<file path="src/rtl/pi_txn_queue.sv">
// pi_txn_queue: Pi register port that stages bus operations into a 4-deep FIFO for the bus engine.
// Optional STATUS readback is enabled by defining PI_TXNQ_STATUS_RB_EN.
`timescale 1ns/1ps
module pi_txn_queue (
  input  logic        PI_CLK,
  input  logic        PI_RST_n,
  input  logic [1:0]  PI_A,
  input  logic        PI_WR,
  input  logic        PI_RD,
  input  logic [15:0] PI_D_IN,
  output logic [15:0] PI_D_OUT,
  output logic        PI_D_OE,
  output logic        PI_TXN_IN_PROGRESS,
  output logic        op_valid,
  output logic [23:0] op_addr,
  output logic [15:0] op_wdata,
  output logic        op_rw,
  output logic        op_uds_n,
  output logic        op_lds_n,
  input  logic        op_ack,
  input  logic        op_done
);

  localparam logic [1:0] REG_DATA    = 2'd0;
  localparam logic [1:0] REG_ADDR_LO = 2'd1;
  localparam logic [1:0] REG_ADDR_HI = 2'd2;
  localparam logic [1:0] REG_STATUS  = 2'd3;

  typedef struct packed {
    logic [23:0] addr;
    logic [15:0] wdata;
    logic        rw;
    logic        uds_n;
    logic        lds_n;
  } entry_t;

  logic [2:0]  wr_sync;
  logic [2:0]  rd_sync;
  logic        wr_evt;
  logic        rd_evt;
  logic [15:0] stage_addr;
  logic [15:0] stage_wdata;
  entry_t      mem [4];
  entry_t      head;
  entry_t      new_entry;
  logic [1:0]  wr_ptr;
  logic [1:0]  rd_ptr;
  logic [2:0]  count;
  logic        inflight;
  logic        ovf;
  logic        err;
  logic        full;
  logic        pop;
  logic        push_req;
  logic        push;
  logic [15:0] status_word;

  // Bits [1:0] resynchronise each strobe; bit [2] keeps the previous synchronised sample for edge detection.
  always_ff @(posedge PI_CLK or negedge PI_RST_n) begin
    if (!PI_RST_n) begin
      wr_sync <= '0;
      rd_sync <= '0;
      wr_evt  <= 1'b0;
      rd_evt  <= 1'b0;
    end else begin
      wr_sync <= {wr_sync[1:0], PI_WR};
      rd_sync <= {rd_sync[1:0], PI_RD};
      wr_evt  <= wr_sync[1] & ~wr_sync[2];
      rd_evt  <= rd_sync[1] & ~rd_sync[2];
    end
  end

  always_comb begin
    full            = (count == 3'd4);
    pop             = op_ack && op_valid;
    push_req        = wr_evt && (PI_A == REG_ADDR_HI);
    push            = push_req && (!full || pop);
    new_entry.addr  = {PI_D_IN[7:0], stage_addr};
    new_entry.wdata = stage_wdata;
    new_entry.rw    = PI_D_IN[9];
    // Word access drives both strobes low; byte access selects the lane from address bit 0.
    new_entry.uds_n = PI_D_IN[8] & stage_addr[0];
    new_entry.lds_n = PI_D_IN[8] & ~stage_addr[0];
    status_word     = {count, inflight, ovf, err, 10'd0};
  end

  assign head     = mem[rd_ptr];
  assign op_valid = (count != 3'd0);
  assign op_addr  = head.addr;
  assign op_wdata = head.wdata;
  assign op_rw    = head.rw;
  assign op_uds_n = head.uds_n;
  assign op_lds_n = head.lds_n;

  always_ff @(posedge PI_CLK or negedge PI_RST_n) begin
    if (!PI_RST_n) begin
      stage_addr         <= '0;
      stage_wdata        <= '0;
      wr_ptr             <= '0;
      rd_ptr             <= '0;
      count              <= '0;
      inflight           <= 1'b0;
      ovf                <= 1'b0;
      err                <= 1'b0;
      PI_TXN_IN_PROGRESS <= 1'b0;
    end else begin
      if (wr_evt && (PI_A == REG_DATA)) stage_wdata <= PI_D_IN;
      if (wr_evt && (PI_A == REG_ADDR_LO)) stage_addr <= PI_D_IN;

      if (push_req && full && !pop) ovf <= 1'b1;
      else if (wr_evt && (PI_A == REG_STATUS) && PI_D_IN[0]) ovf <= 1'b0;

      // A second take while one cycle is still outstanding is flagged, but inflight stays a single flag.
      if (pop) begin
        if (inflight && !op_done) err <= 1'b1;
        inflight <= 1'b1;
      end else if (op_done) begin
        inflight <= 1'b0;
      end

      if (push) wr_ptr <= wr_ptr + 2'd1;
      if (pop)  rd_ptr <= rd_ptr + 2'd1;
      count <= count + {2'b00, push} - {2'b00, pop};

      PI_TXN_IN_PROGRESS <= (count != 3'd0) || inflight;
    end
  end

  always_ff @(posedge PI_CLK or negedge PI_RST_n) begin
    if (!PI_RST_n) begin
      for (int i = 0; i < 4; i++) mem[i] <= '0;
    end else if (push) begin
      mem[wr_ptr] <= new_entry;
    end
  end

`ifdef PI_TXNQ_STATUS_RB_EN
  always_ff @(posedge PI_CLK or negedge PI_RST_n) begin
    if (!PI_RST_n) PI_D_OUT <= '0;
    else if (rd_evt && (PI_A == REG_STATUS)) PI_D_OUT <= status_word;
  end

  assign PI_D_OE = PI_RST_n && (PI_A == REG_STATUS) && PI_RD;
`else
  // Status state is still maintained so the readback can be enabled without touching the queue logic.
  logic status_unused;
  assign status_unused = ^{rd_evt, status_word};
  assign PI_D_OUT      = '0;
  assign PI_D_OE       = 1'b0;
`endif

endmodule

</file>
<file path="config.mk">
export PLATFORM = sky130hd
export DESIGN_NAME = pi_txn_queue
export DESIGN_NICKNAME = d
export VERILOG_FILES = /design/src/rtl/pi_txn_queue.sv
export SDC_FILE = /design/constraint.sdc
export NUM_CORES = 1
export LEC_CHECK = 0
export CORE_MARGIN = 10
export CORE_UTILIZATION = 52
export CTS_CLUSTER_SIZE = 28
export DETAILED_ROUTE_END_ITERATION = 8
export PLACE_DENSITY = 0.76
export SYNTH_ARGS = -nofsm -noshare
export SYNTH_HDL_FRONTEND = slang
export SYNTH_SLANG_ARGS = --single-unit
</file>
<file path="constraint.sdc">
create_clock -name PI_CLK -period 2.2 [get_ports PI_CLK]
set_input_delay 0.22 -clock PI_CLK [delete_from_list [all_inputs] [get_ports PI_CLK]]
set_output_delay 0.22 -clock PI_CLK [all_outputs]
set_load 0.02 [all_outputs]
</file>
==> results of run 1 <==
## layout make-up
cell class,count,area share [%]
flip-flops and latches,217,48.67
multi-input cells,297,33.31
repair buffers,99,8.549
clock buffers,33,6.028
well taps,229,2.566
clock inverters,5,0.6723
inverters,6,0.2017
## per-stage QoR
stage	worst slack (ns)	std cells	hold WS [ns]	total power, mW	setup TNS, ns
after CTS	-0.1006	876	0.1613	16.07	-0.3063
final	-0.006759	886	0.1718	16.12	-0.01416
after floorplan	-0.04204	565	-0.07559	10.16	-0.04204
after global placement	-0.1145	837	0.2019	12.31	-0.1653
after detailed placement	-0.1876	837	0.2101	12.63	-0.3086
after global routing	-0.06820	886	0.1703	17.02	-0.8013
## worst reg2reg max path: stages (launching register included)
cell	delay [ns]
dfrtp_2	0.45
nor4b_4	0.31
nand4bb_4	0.21
ha_4	0.20
inv_2	0.06
ha_4	0.12
inv_2	0.04
fa_2	0.36
xnor2_2	0.14
xnor2_1	0.13
## synthesized netlist by cell type, drive strengths merged
| cell | count |
|---|---|
| o21bai | 1 |
| xnor2 | 4 |
| mux4 | 43 |
| clkbuf | 4 |
| fa | 1 |
| nor4b | 1 |
| o31a | 1 |
| mux2 | 205 |
| xor2 | 1 |
| nor3b | 1 |
| nand2 | 1 |
| nor2b | 2 |
| buf | 41 |
| nand4bb | 1 |
| and2 | 1 |
| dfrtp | 217 |
| inv | 6 |
| nand4b | 4 |
| nand2b | 1 |
| ha | 6 |
| conb | 1 |
| or3 | 1 |
| nand3b | 1 |
| nor2 | 4 |
## registers in the layout, indices dropped and copies added, names as in the netlist
register and count:
count 3, inflight 1, PI_TXN_IN_PROGRESS 1, wr_evt 1, stage_addr 16, wr_ptr 2, rd_ptr 2, mem 172
wr_sync 3, stage_wdata 16
## cells by family after synthesis
logic type	count (synthesis)
fa+ha+maj	7
xor+xnor	5
mux	248
simple gates	18
buf+inv	51
flops	217
compound gates	2
other cells	1
## power groups by stage
stage | registers (mW) | clock network (mW) | logic (mW)
5_1_grt | 6.72 | 4.04 | 6.25
4_1_cts | 6.50 | 3.90 | 5.67
3_5_place_dp | 6.56 | 0 | 6.06
6_report | 6.50 | 3.80 | 5.82
3_3_place_gp | 6.38 | 0 | 5.93
2_1_floorplan | 6.19 | 0 | 3.97
## routing by layer
| layer | share of wire (%) | vias to the layer above |
|---|---|---|
| met5 | 0.066 | - |
| met4 | 1.6 | 2 |
| met3 | 4.2 | 26 |
| met2 | 51 | 81 |
| met1 | 43 | 2650 |
| li1 | - | 2182 |
## repair_timing
item                                    4_1_cts  5_1_grt
cloned                                        0        2
buffers inserted                              0        8
pin swaps                                     0        4
hold endpoints to repair                     52        0
endpoints found under the setup margin       44       17
gates resized for setup                     149       35
hold buffers                                  1        0
## how the worst max path moves through the flow
stage	depth (start not counted)	endpoint	from
after floorplan	9	count[2]	count[1]
after global placement	10	count[2]	op_ack
after detailed placement	10	count[2]	op_ack
after CTS	3	op_wdata[5]	rd_ptr[0]
after global routing	5	op_addr[23]	rd_ptr[0]
final	4	op_addr[7]	rd_ptr[0]
## cell usage in the layout (no fill, tap or decap), types with 4 or more instances in the layout
cell	count
ha_1	4
mux2_2	205
buf_12	13
clkbuf_2	4
dfrtp_2	4
nor2_4	4
buf_4	22
clkbuf_1	4
clkbuf_8	7
clkdlybuf4s15_2	4
nand4b_1	4
inv_1	4
buf_2	27
clkdlybuf4s50_1	22
dfrtp_1	213
mux4_2	43
conb_1	17
clkbuf_16	25
==> metrics.md, run 1 <==
| Metric | Value |
|---|---|
| Required time worst endpoint | `1.98 ns` |
| Area of the multi-input gates | `3720 um^2` |
| Site row count | `49` |
| Adder-cell share of the synthesized area | `1.011%` |
| CP endpoint kind | `output pin` |
| Initial antenna violation count | `1` |
| Met3 Use GR | `3.771%` |
| Detailed placer's ending HPWL | `12380 um` |
| GR Layer Usage met2 | `27.57%` |
| Final hold vios | `0` |
| CP top delay family | `multiplexers` |
| Comb pwr share | `36.1%` |
| Routability cong. | `0.7627` |
| VDD IR max | `0.0009294 V` |
| Number of global-route vias before repair | `5635` |
| Worst Hold Path Cells | `1` |
| Status | `complete, but fails checks` |
| Clock share of power | `23.6%` |
| Area share of the largest cell type after synthesis | `57.73%` |
| Initial drt markers | `198` |
| Vias | `4941` |
| GRT Max-Usage Layer | `met2` |
| R2R depth | `9` |
| Fill cells | `1290` |
| Post-synth top area cell | `dfrtp_1` |
| Die W | `154.5 um` |
| Hold EP | `wr_sync[0]` |
| Multiplexer area fraction after synthesis | `34.84%` |
| P_leak | `5.133 nW` |
| Unrepaired setup endpoints after global routing | `true` |
| First-pass GRT wire length | `31390 um` |
| CTS tree | `built` |
| Failing checks | `setup timing` |
| Critical Path AT | `1.99 ns` |
| Sw Ratio | `30.93%` |
| Largest family of logic cells by synthesized area | `multiplexers` |
| XOR/XNOR Fraction of Synth Area | `0.4655%` |
| CP max FO | `9` |
| Synth Area in Compound Gates | `0.1862%` |
| R2R Path End | `count[2]` |
| Clock root cell | `clkbuf_16` |
| Mean Syn Cell Area | `17.13 um^2` |
| Sequential Power Share | `40.3%` |
| Most frequent CP cell | `buf_4` |
| Met1 Resource Use GR | `20.85%` |
| Synth Register Bits | `217` |
| Total CTS buffers | `23` |
| Nets@finish | `675` |
| Clock skew | `0.007686 ns` |
| GRT overflow | `0` |
| Cell count after synthesis | `549` |
| Final Core Density | `62.38%` |
| DR pass1 iterations | `4` |
| Reg-to-reg startpoint | `count[0]` |
| Simple-Gate Fraction of Synth Area | `1.609%` |
| Crit path time final | `2.207 ns` |
| Number of max-cap violations | `0` |
| Antenna-violating nets left | `0` |
| Number of inserted diodes | `0` |
| CP cell instances | `buf_4 -> clkbuf_16 -> mux4_2 -> buf_4` |
| Crit start category | `flip-flop` |
| Fin worst setup slack | `-0.006759 ns` |
| Critical-path top delay cell | `mux4_2` |
| Die H | `154.5 um` |
| Vias per cell | `5.577` |
| Crit-path max cell delay | `0.55 ns` |
| R2r setup slk | `0.08 ns` |
| Layout cells sized above 1 | `57.23%` |
| Port bufs | `67` |
| # clock sinks | `217` |
| Initial Util | `52.54%` |
| Fmax | `453.2 MHz` |
| CTS H-tree depth | `1` |
| Crit Path Category | `reg2out` |
| Internal power | `11.14 mW` |
| HP Class | `in2reg` |
| Ys Warns | `0` |
| Slew Viols, Final | `0` |
| Worst-Skew Late Latency | `0.50 ns` |
| Area Overhead vs Synth | `18.72%` |
| Mapped cell area | `9407 um^2` |
| Period Utilization, post-route | `100.3%` |
| Die footprint | `23870 um^2` |
| Residual DRC | `0` |
| Final Cell Area | `11170 um^2` |
| Clock-pin slew on the worst setup and hold paths | `0.06 ns` |
| Hold Path Origin | `PI_WR` |
| Sequential cell area | `5435 um^2` |
| P per Cell Area | `1444 nW/um^2` |
| Netlist cell types | `26` |
| NetSw | `4.986 mW` |
| WL/cell | `22.24 um` |
| Final setup viols | `3` |
| CTS Buffer Depth | `3` |
| Area contributors post-synth | `dfrtp_1 58%, mux2_2 25%, mux4_2 10%` |
| Final wirelength | `19710 um` |
| Total Routing Usage GR | `16.20%` |
| Placed Area | `10400 um^2` |
| Buf/Inv on CP | `3` |
| Boundary Pins | `86` |
| Core Area | `17900 um^2` |
| Sequential fraction of the synthesis area | `57.73%` |
| Largest net degree at the start of global routing | `79` |
No activity file was read; power rests on OpenSTA's default activity.
==> inputs of run 2 (changes only) <==
--- a/config.mk
+++ b/config.mk
@@ -5,6 +5,7 @@
 export SDC_FILE = /design/constraint.sdc
 export NUM_CORES = 1
 export LEC_CHECK = 0
+export CAP_MARGIN = 5
 export CORE_MARGIN = 10
 export CORE_UTILIZATION = 52
 export CTS_CLUSTER_SIZE = 28
==> results of run 2 <==
Final layout, timing and power as in run 1 (identical DEF).
